### config.mk
export PLATFORM = sky130hd
export DESIGN_NAME = dec_rr_arbiter
export DESIGN_NICKNAME = d
export VERILOG_FILES = /design/src/rtl/dec_rr_arbiter_pkg.sv /design/src/rtl/dec_rr_arbiter_dec.sv /design/src/rtl/dec_rr_arbiter.sv
export SDC_FILE = /design/constraint.sdc
export NUM_CORES = 1
export LEC_CHECK = 0
export ABC_AREA = 1
export ABC_CLOCK_PERIOD_IN_PS = 6100
export CAP_MARGIN = 0
export CORE_ASPECT_RATIO = 0.6
export CORE_MARGIN = 3
export CORE_UTILIZATION = 30
export DETAILED_ROUTE_END_ITERATION = 6
export GPL_TIMING_DRIVEN = 0
export HOLD_SLACK_MARGIN = 0.05
export PLACE_DENSITY = 0.51
export SYNTH_ARGS = -nofsm -noshare
export SYNTH_HDL_FRONTEND = slang
export SYNTH_SLANG_ARGS = --single-unit
### constraint.sdc
create_clock -name clk -period 6.1 [get_ports clk]
set_clock_uncertainty 0.05 [all_clocks]
set_input_delay 1.22 -clock clk [delete_from_list [all_inputs] [get_ports clk]]
set_output_delay 1.22 -clock clk [all_outputs]
set_load 0.03 [all_outputs]
### src/rtl/dec_rr_arbiter_pkg.sv
// Shared types and constants for the 8-way round-robin arbiter.
// Latency: n/a (declarations only).
// Backpressure: n/a.
package dec_rr_arbiter_pkg;

    localparam int NUM_REQ = 8;
    localparam int ID_W    = 3;

    // The search begins at ptr+1, so resetting to the last agent makes agent 0 win first.
    localparam logic [ID_W-1:0] PTR_RESET = 3'd7;

    typedef enum logic [1:0] {
        ST_IDLE    = 2'd0,
        ST_GRANT   = 2'd1,
        ST_RELEASE = 2'd2
    } arb_state_t;

endpackage

### src/rtl/dec_rr_arbiter_dec.sv
// 3-to-8 one-hot decoder with enable; all outputs low when disabled.
// Latency: combinational.
// Backpressure: none.
module dec_rr_arbiter_dec
    import dec_rr_arbiter_pkg::*;
(
    input  logic [ID_W-1:0]    sel,
    input  logic               en,
    output logic [NUM_REQ-1:0] y
);

    // Drive exactly one line high for the selected index while enabled.
    always_comb begin
        y = '0;
        if (en) begin
            y[sel] = 1'b1;
        end
    end

endmodule

### src/rtl/dec_rr_arbiter.sv
// Round-robin arbiter for 8 agents; one-hot grant via the 3-to-8 decoder. Optional macro: ARB_HOLD_LIMIT_EN.
// Latency: 1 cycle from sampled req to grant; one dead cycle between consecutive owners.
// Backpressure: en low blocks new grants and releases the current one; unsampled req pulses are lost.
module dec_rr_arbiter
    import dec_rr_arbiter_pkg::*;
#(
    parameter int HOLD_MAX = 15,
    parameter int CNT_W    = 4
)
(
    input  logic         clk,
    input  logic         rst_n,
    input  logic         en,
    input  logic [7:0]   req,
    output logic [7:0]   gnt,
    output logic [2:0]   gnt_id,
    output logic         gnt_vld,
    output logic         busy
`ifdef ARB_HOLD_LIMIT_EN
    ,
    output logic         hold_expired
`endif
);

    // The hold counter must be able to reach HOLD_MAX-1.
    if ((2 ** CNT_W) <= HOLD_MAX) begin : g_bad_hold_cfg
        $error("dec_rr_arbiter: CNT_W too narrow for HOLD_MAX");
    end

    arb_state_t        state;
    arb_state_t        state_nxt;
    logic [ID_W-1:0]   ptr;
    logic [ID_W-1:0]   ptr_nxt;
    logic [ID_W-1:0]   id_nxt;
    logic [ID_W-1:0]   win;
    logic              hold_hit;

    // First set bit of r scanning p+1, p+2, ... modulo 8; p itself is checked last.
    function automatic logic [ID_W-1:0] rr_pick(input logic [NUM_REQ-1:0] r,
                                                input logic [ID_W-1:0]    p);
        logic [ID_W-1:0] idx;
        logic [ID_W-1:0] res;
        logic            found;
        res   = p;
        found = 1'b0;
        for (int k = 1; k <= NUM_REQ; k++) begin
            idx = p + ID_W'(k);
            if (!found && r[idx]) begin
                res   = idx;
                found = 1'b1;
            end
        end
        return res;
    endfunction

    assign win = rr_pick(req, ptr);

`ifdef ARB_HOLD_LIMIT_EN
    localparam logic [CNT_W-1:0] HOLD_LAST = CNT_W'(HOLD_MAX - 1);

    logic [CNT_W-1:0]   hold_cnt;
    logic [NUM_REQ-1:0] others;
    logic               force_rel;

    assign others    = req & ~(NUM_REQ'(1) << gnt_id);
    assign hold_hit  = (hold_cnt == HOLD_LAST) && (others != '0);
    // A forced release is one that happens only because the tenure limit was reached.
    assign force_rel = (state == ST_GRANT) && en && req[gnt_id] && hold_hit;

    // Tenure counter: cleared on entry to GRANT, counts GRANT cycles, saturates at HOLD_MAX-1.
    always_ff @(posedge clk or negedge rst_n) begin
        if (!rst_n) begin
            hold_cnt     <= '0;
            hold_expired <= 1'b0;
        end else begin
            hold_expired <= force_rel;
            if ((state != ST_GRANT) && (state_nxt == ST_GRANT)) begin
                hold_cnt <= '0;
            end else if ((state == ST_GRANT) && (hold_cnt != HOLD_LAST)) begin
                hold_cnt <= hold_cnt + CNT_W'(1);
            end
        end
    end
`else
    assign hold_hit = 1'b0;
`endif

    // Next-state logic: arbitrate from IDLE/RELEASE, hold or release from GRANT.
    always_comb begin
        state_nxt = state;
        id_nxt    = gnt_id;
        ptr_nxt   = ptr;
        case (state)
            ST_IDLE, ST_RELEASE: begin
                if (en && (req != '0)) begin
                    state_nxt = ST_GRANT;
                    id_nxt    = win;
                    ptr_nxt   = win;
                end else begin
                    state_nxt = ST_IDLE;
                end
            end
            ST_GRANT: begin
                if (!en || !req[gnt_id] || hold_hit) begin
                    state_nxt = ST_RELEASE;
                end
            end
            default: begin
                state_nxt = ST_IDLE;
            end
        endcase
    end

    // State, winner index and fairness pointer registers.
    always_ff @(posedge clk or negedge rst_n) begin
        if (!rst_n) begin
            state  <= ST_IDLE;
            gnt_id <= '0;
            ptr    <= PTR_RESET;
        end else begin
            state  <= state_nxt;
            gnt_id <= id_nxt;
            ptr    <= ptr_nxt;
        end
    end

    // Outputs derive only from registered state, so the grant cannot glitch multi-hot.
    assign gnt_vld = (state == ST_GRANT);
    assign busy    = (state != ST_IDLE);

    dec_rr_arbiter_dec u_gnt_dec (
        .sel (gnt_id),
        .en  (gnt_vld),
        .y   (gnt)
    );

endmodule

Word level (Yosys, flattened, before mapping)
Cells that the tools add are included. W data, S select, Z words.

Input bits: 11. Output and inout port bits: 13. Register bits after elaboration: 8. Word-level logic and storage cells: 86.

Equal/unequal tests: 3. Magnitude comparators: 10. Muxes and demuxes: 39. Reduce and logical (&&, ||, !) cells: 24. Add/sub/neg operators: 7.

Operators with widths (number): $lt A3 B4 Y1 const B (9); $bmux W1 S3 (9); $mux W3 (8); $mux W1 (18); $add A3 B3 Y3 const B (4); $logic_and A1 B1 Y1 (9); $logic_not A1 Y1 (9); $mux W8 (1); $reduce_bool A8 Y1 (1); $add A3 B2 Y3 const B (2); $pmux W2 S2 (1); $add A3 B1 Y3 const B (1); $demux W1 S3 (1); $ge A3 B1 Y1 const B (1); $eq A2 B1 Y1 const B (1); $eq A2 B2 Y1 const B (1); $logic_not A2 Y1 (1); $mux W2 (1); $ne A2 B1 Y1 const B (1); $reduce_and A2 Y1 (1); $reduce_bool A2 Y1 (1); $reduce_or A2 Y1 (1); $logic_or A1 B1 Y1 (1).

Logic depth before layout (Yosys ltp)
Word-level depth: 25. Gate-level depth with buffers: 19.

By module
A second synthesis with hierarchy kept.

Cells, all modules: 199. Area total of the unflattened synthesis: 1159.9 um2.

By module, submodules not included: dec_rr_arbiter (area an instance 1096.1 um2, cells an instance 182, seq. area each 203.9 um2, times used 1); dec_rr_arbiter_dec (area an instance 63.8 um2, cells an instance 17, seq. area each 0.0 um2, times used 1).

Worst setup path before layout
Ideal clock, no wire load.

Path kind: register to output. Start point: register state[0]. End point: output port gnt[0]. Stages on the path, launching flop included: 5. Arrival: 1.552 ns. Data required time: 4.830 ns. Slack: 3.278 ns. Path buffers: 0. Cells stage by stage: dfrtp_1 > inv_1 > nor2_1 > nand2_1 > nor2_1.

Longest elaborated chain between the ends: 2.

Ends and longest elaborated chain: from (decl) (line dec_rr_arbiter.sv:30) `arb_state_t state;`; from (signal assigned) (line dec_rr_arbiter.sv:121) `state <= state_nxt;`; $eq A2 B1 Y1 (line dec_rr_arbiter.sv:128) `assign gnt_vld = (state == ST_GRANT);`; net gnt_vld (line dec_rr_arbiter.sv:17) `output logic gnt_vld,`; $mux W8 (line dec_rr_arbiter_dec.sv:15) `if (en) begin`; to (decl) (line dec_rr_arbiter.sv:15) `output logic [7:0] gnt,`.

The timed path passes the listed nets, and every way through them passes these cells.

Final worst setup path
Start point: register gnt_id[2]. End point: output port gnt[3].

Longest elaborated chain between the ends: 5. Elaborated cells between the ends (all ways): 6. Those cells by class: order compare (2); mux (3); reduce/logical (1).

Ends and longest elaborated chain: from (decl) (line dec_rr_arbiter.sv:16) `output logic [2:0] gnt_id,`; from (signal assigned) (line dec_rr_arbiter.sv:122) `gnt_id <= id_nxt;`; $lt A3 B4 Y1 (implied by the code) / $ge A3 B1 Y1 (equally long branches) (line dec_rr_arbiter_dec.sv:16) `y[sel] = 1'b1;`; $logic_and A1 B1 Y1 (implied by the code) (line dec_rr_arbiter_dec.sv:16); $mux W1 (implied by the code) (line dec_rr_arbiter_dec.sv:16); $demux W1 S3 *; $mux W8 * (line dec_rr_arbiter_dec.sv:15).

Every way passes the cells marked *; elsewhere a longest branch is shown, timed or not.

==> metrics.csv <==
metric;value;unit
Worst-path clk slew;0.04;ns
Core Rows;17;
#FFs+latches synth;8;
pin count of the biggest net entering global routing;11;
global-route layer with the greatest usage;met1;
status;finished, final reports clean;
most frequent cell after synthesis;nand2_1;
RSZ-0062 raised after global routing;no;
Synth cell types;37;
met3 Use GR;2.81;%
cell taking the most area after synthesis;nand2_1;
fin nets;243;
CP required;4.83;ns
min Tclk post-route;3.23;ns
Vias;1341;
routability cong.;0.801;
Post-Syn Nets;215;
Slew Limit Fails;0;
final hold vios;0;
Avg WL per Cell;13.1;µm
commonest cells in the netlist;73 x nand2_1, 20 x nand3_1, 20 x nor2_1;
multi-input logic area;901;µm²
Slew headroom;62.0;%
Sink Count;8;
root buf cell;clkbuf_8;
Yosys top cell area share;22.0;%
Detailed Route WL;3630;µm
PortBufs;23;
DP HPWL;2960;µm
area grow syn2layout;26.8;%
synthesized instance count;202;
Total GRT Usage;14.8;%
Final period util;53.0;%
Worst EP arrival;1.96;ns
Reg area;204;µm²
Critical Path Start Type;flop;
1st-iter DRT viols;62;
layout cells sized above 1;20.5;%
CORE AREA;3830;µm²
post-synthesis cell area;1250;µm²
Fmax;0.309;GHz
hold_buf cts;0;
met2 Use GR;18.4;%
CTS tree;yes;
vias per inst;4.86;
number of CTS-inserted buffers;3;
global route overflow;0;
total iterations of the first detailed-routing run;4;
initial antenna violation count;0;
H-tree depth reported by CTS;1;
setup TNS;0;ns
hold crit path type;reg2reg;
die area;4990;µm²
Worst-Margin Slew;0.565;ns
Detail Route Antenna Nets;0;
first-pass GRT wire length;5810;µm
warnings from Yosys;0;
Synth async-reset ratio;100;%
Die Height;56.0;µm
synthesized area per cell;6.18;µm²
n_diodes;0;
final setup vio count;0;
met1 Track Usage GR;25.8;%
synth top area cells;nand2_1 22%, dfrtp_1 10%, nand3_1 8.0%;
post-synthesis sequential area ratio;16.3;%
Main synth FF type;dfrtp_1;
vias in the first global route;1187;
count of flip-flops with a built-in enable after synthesis;0;
crit path max fanout;8;
CTS max path bufs;2;
Die Span X;89.3;µm
Initial Util;32.6;%
CP Capture Type;primary output;
Max Cap Violations;0;
Ports;24;
critical path type;reg2out;
# Post-CTS Setup Buffers;0;
# fillers;429;
Residual DRC;0;
# resized after CTS;0;
Clock Latency Late Sink;0.23;ns
-- through the flow --
stage	hold WS [ns]	worst slack [ns]	area (µm²)	instances	util (%)
finish	0.526	2.87	1580	276	41.3
global route	0.573	2.77	1580	276	41.3
CTS	0.531	2.86	1580	276	41.3
detailed placement	0.524	2.82	1540	272	40.1
global placement	0.521	2.80	1540	272	40.1
floorplan	0.487	3.28	1250	202	-
-- cell families after synthesis --
group                      after synthesis  share of synthesized area, %
and+or+nand+nor                        148                          61.5
AOI/OAI and AO/OA                       11                          5.42
buffers and inverters                   30                          11.4
DFF                                      8                          16.3
adders and majority gates                2                          2.01
xor gates and xnor gates                 3                          3.31
-- final cells by class --
| type | instances | share of cell area [%] |
|---|---|---|
| inverters | 25 | 6.17 |
| well taps | 47 | 3.72 |
| multi-input cells | 164 | 57.0 |
| plain buffers | 5 | 2.85 |
| clock buffers | 4 | 2.85 |
| repair buffers | 23 | 14.6 |
| flip-flops and latches | 8 | 12.9 |
-- layer usage --
metal	routed length, µm	vias to the layer above
li1	-	699
met4	0	0
met1	2170	607
met5	0	-
met3	172	0
met2	1290	35
-- layout by cell type (no fill, tap or decap), types with 2 or more instances in the layout --
cell and count:
a21oi_1 2, a31oi_1 2, buf_6 3, clkbuf_1 2, clkbuf_8 3, clkdlybuf4s50_1 23, dfrtp_1 5, dfstp_2 3
ha_1 2, inv_1 18, inv_2 4, nand2_1 73, nand2_2 7, nand2_4 4, nand3_1 20, nand3_2 9
nand3_4 2, nand4_1 4, nor2_1 20, o21ai_0 2, or2_2 3
-- critical path, cell delays in order, from the launching register on --
cell             delay, ns
dfrtp_1               0.36
clkbuf_1              0.21
or2_2                 0.38
nor2_1                0.11
clkdlybuf4s50_1       0.67
-- state kept, by name, indices dropped and copies added, names as in the netlist --
register / count
gnt_id: 3
ptr: 3
state: 2
-- worst paths after layout --
path	depth (start not counted)	startpoint	slack (ns)	to
max	4	gnt_id[2]	2.87	gnt[3]
min	3	state[1]	0.53	state[1]
max reg2reg	17	ptr[1]	3.23	ptr[1]
min reg2reg	3	state[1]	0.53	state[1]
max in group asynchronous	1	rst_n	4.44	ptr[1]
min in group asynchronous	1	rst_n	1.24	state[1]
Power is left out: the tool's default activity adds up to more than one toggle a clock period on the data nets, which glitch-free logic cannot reach.
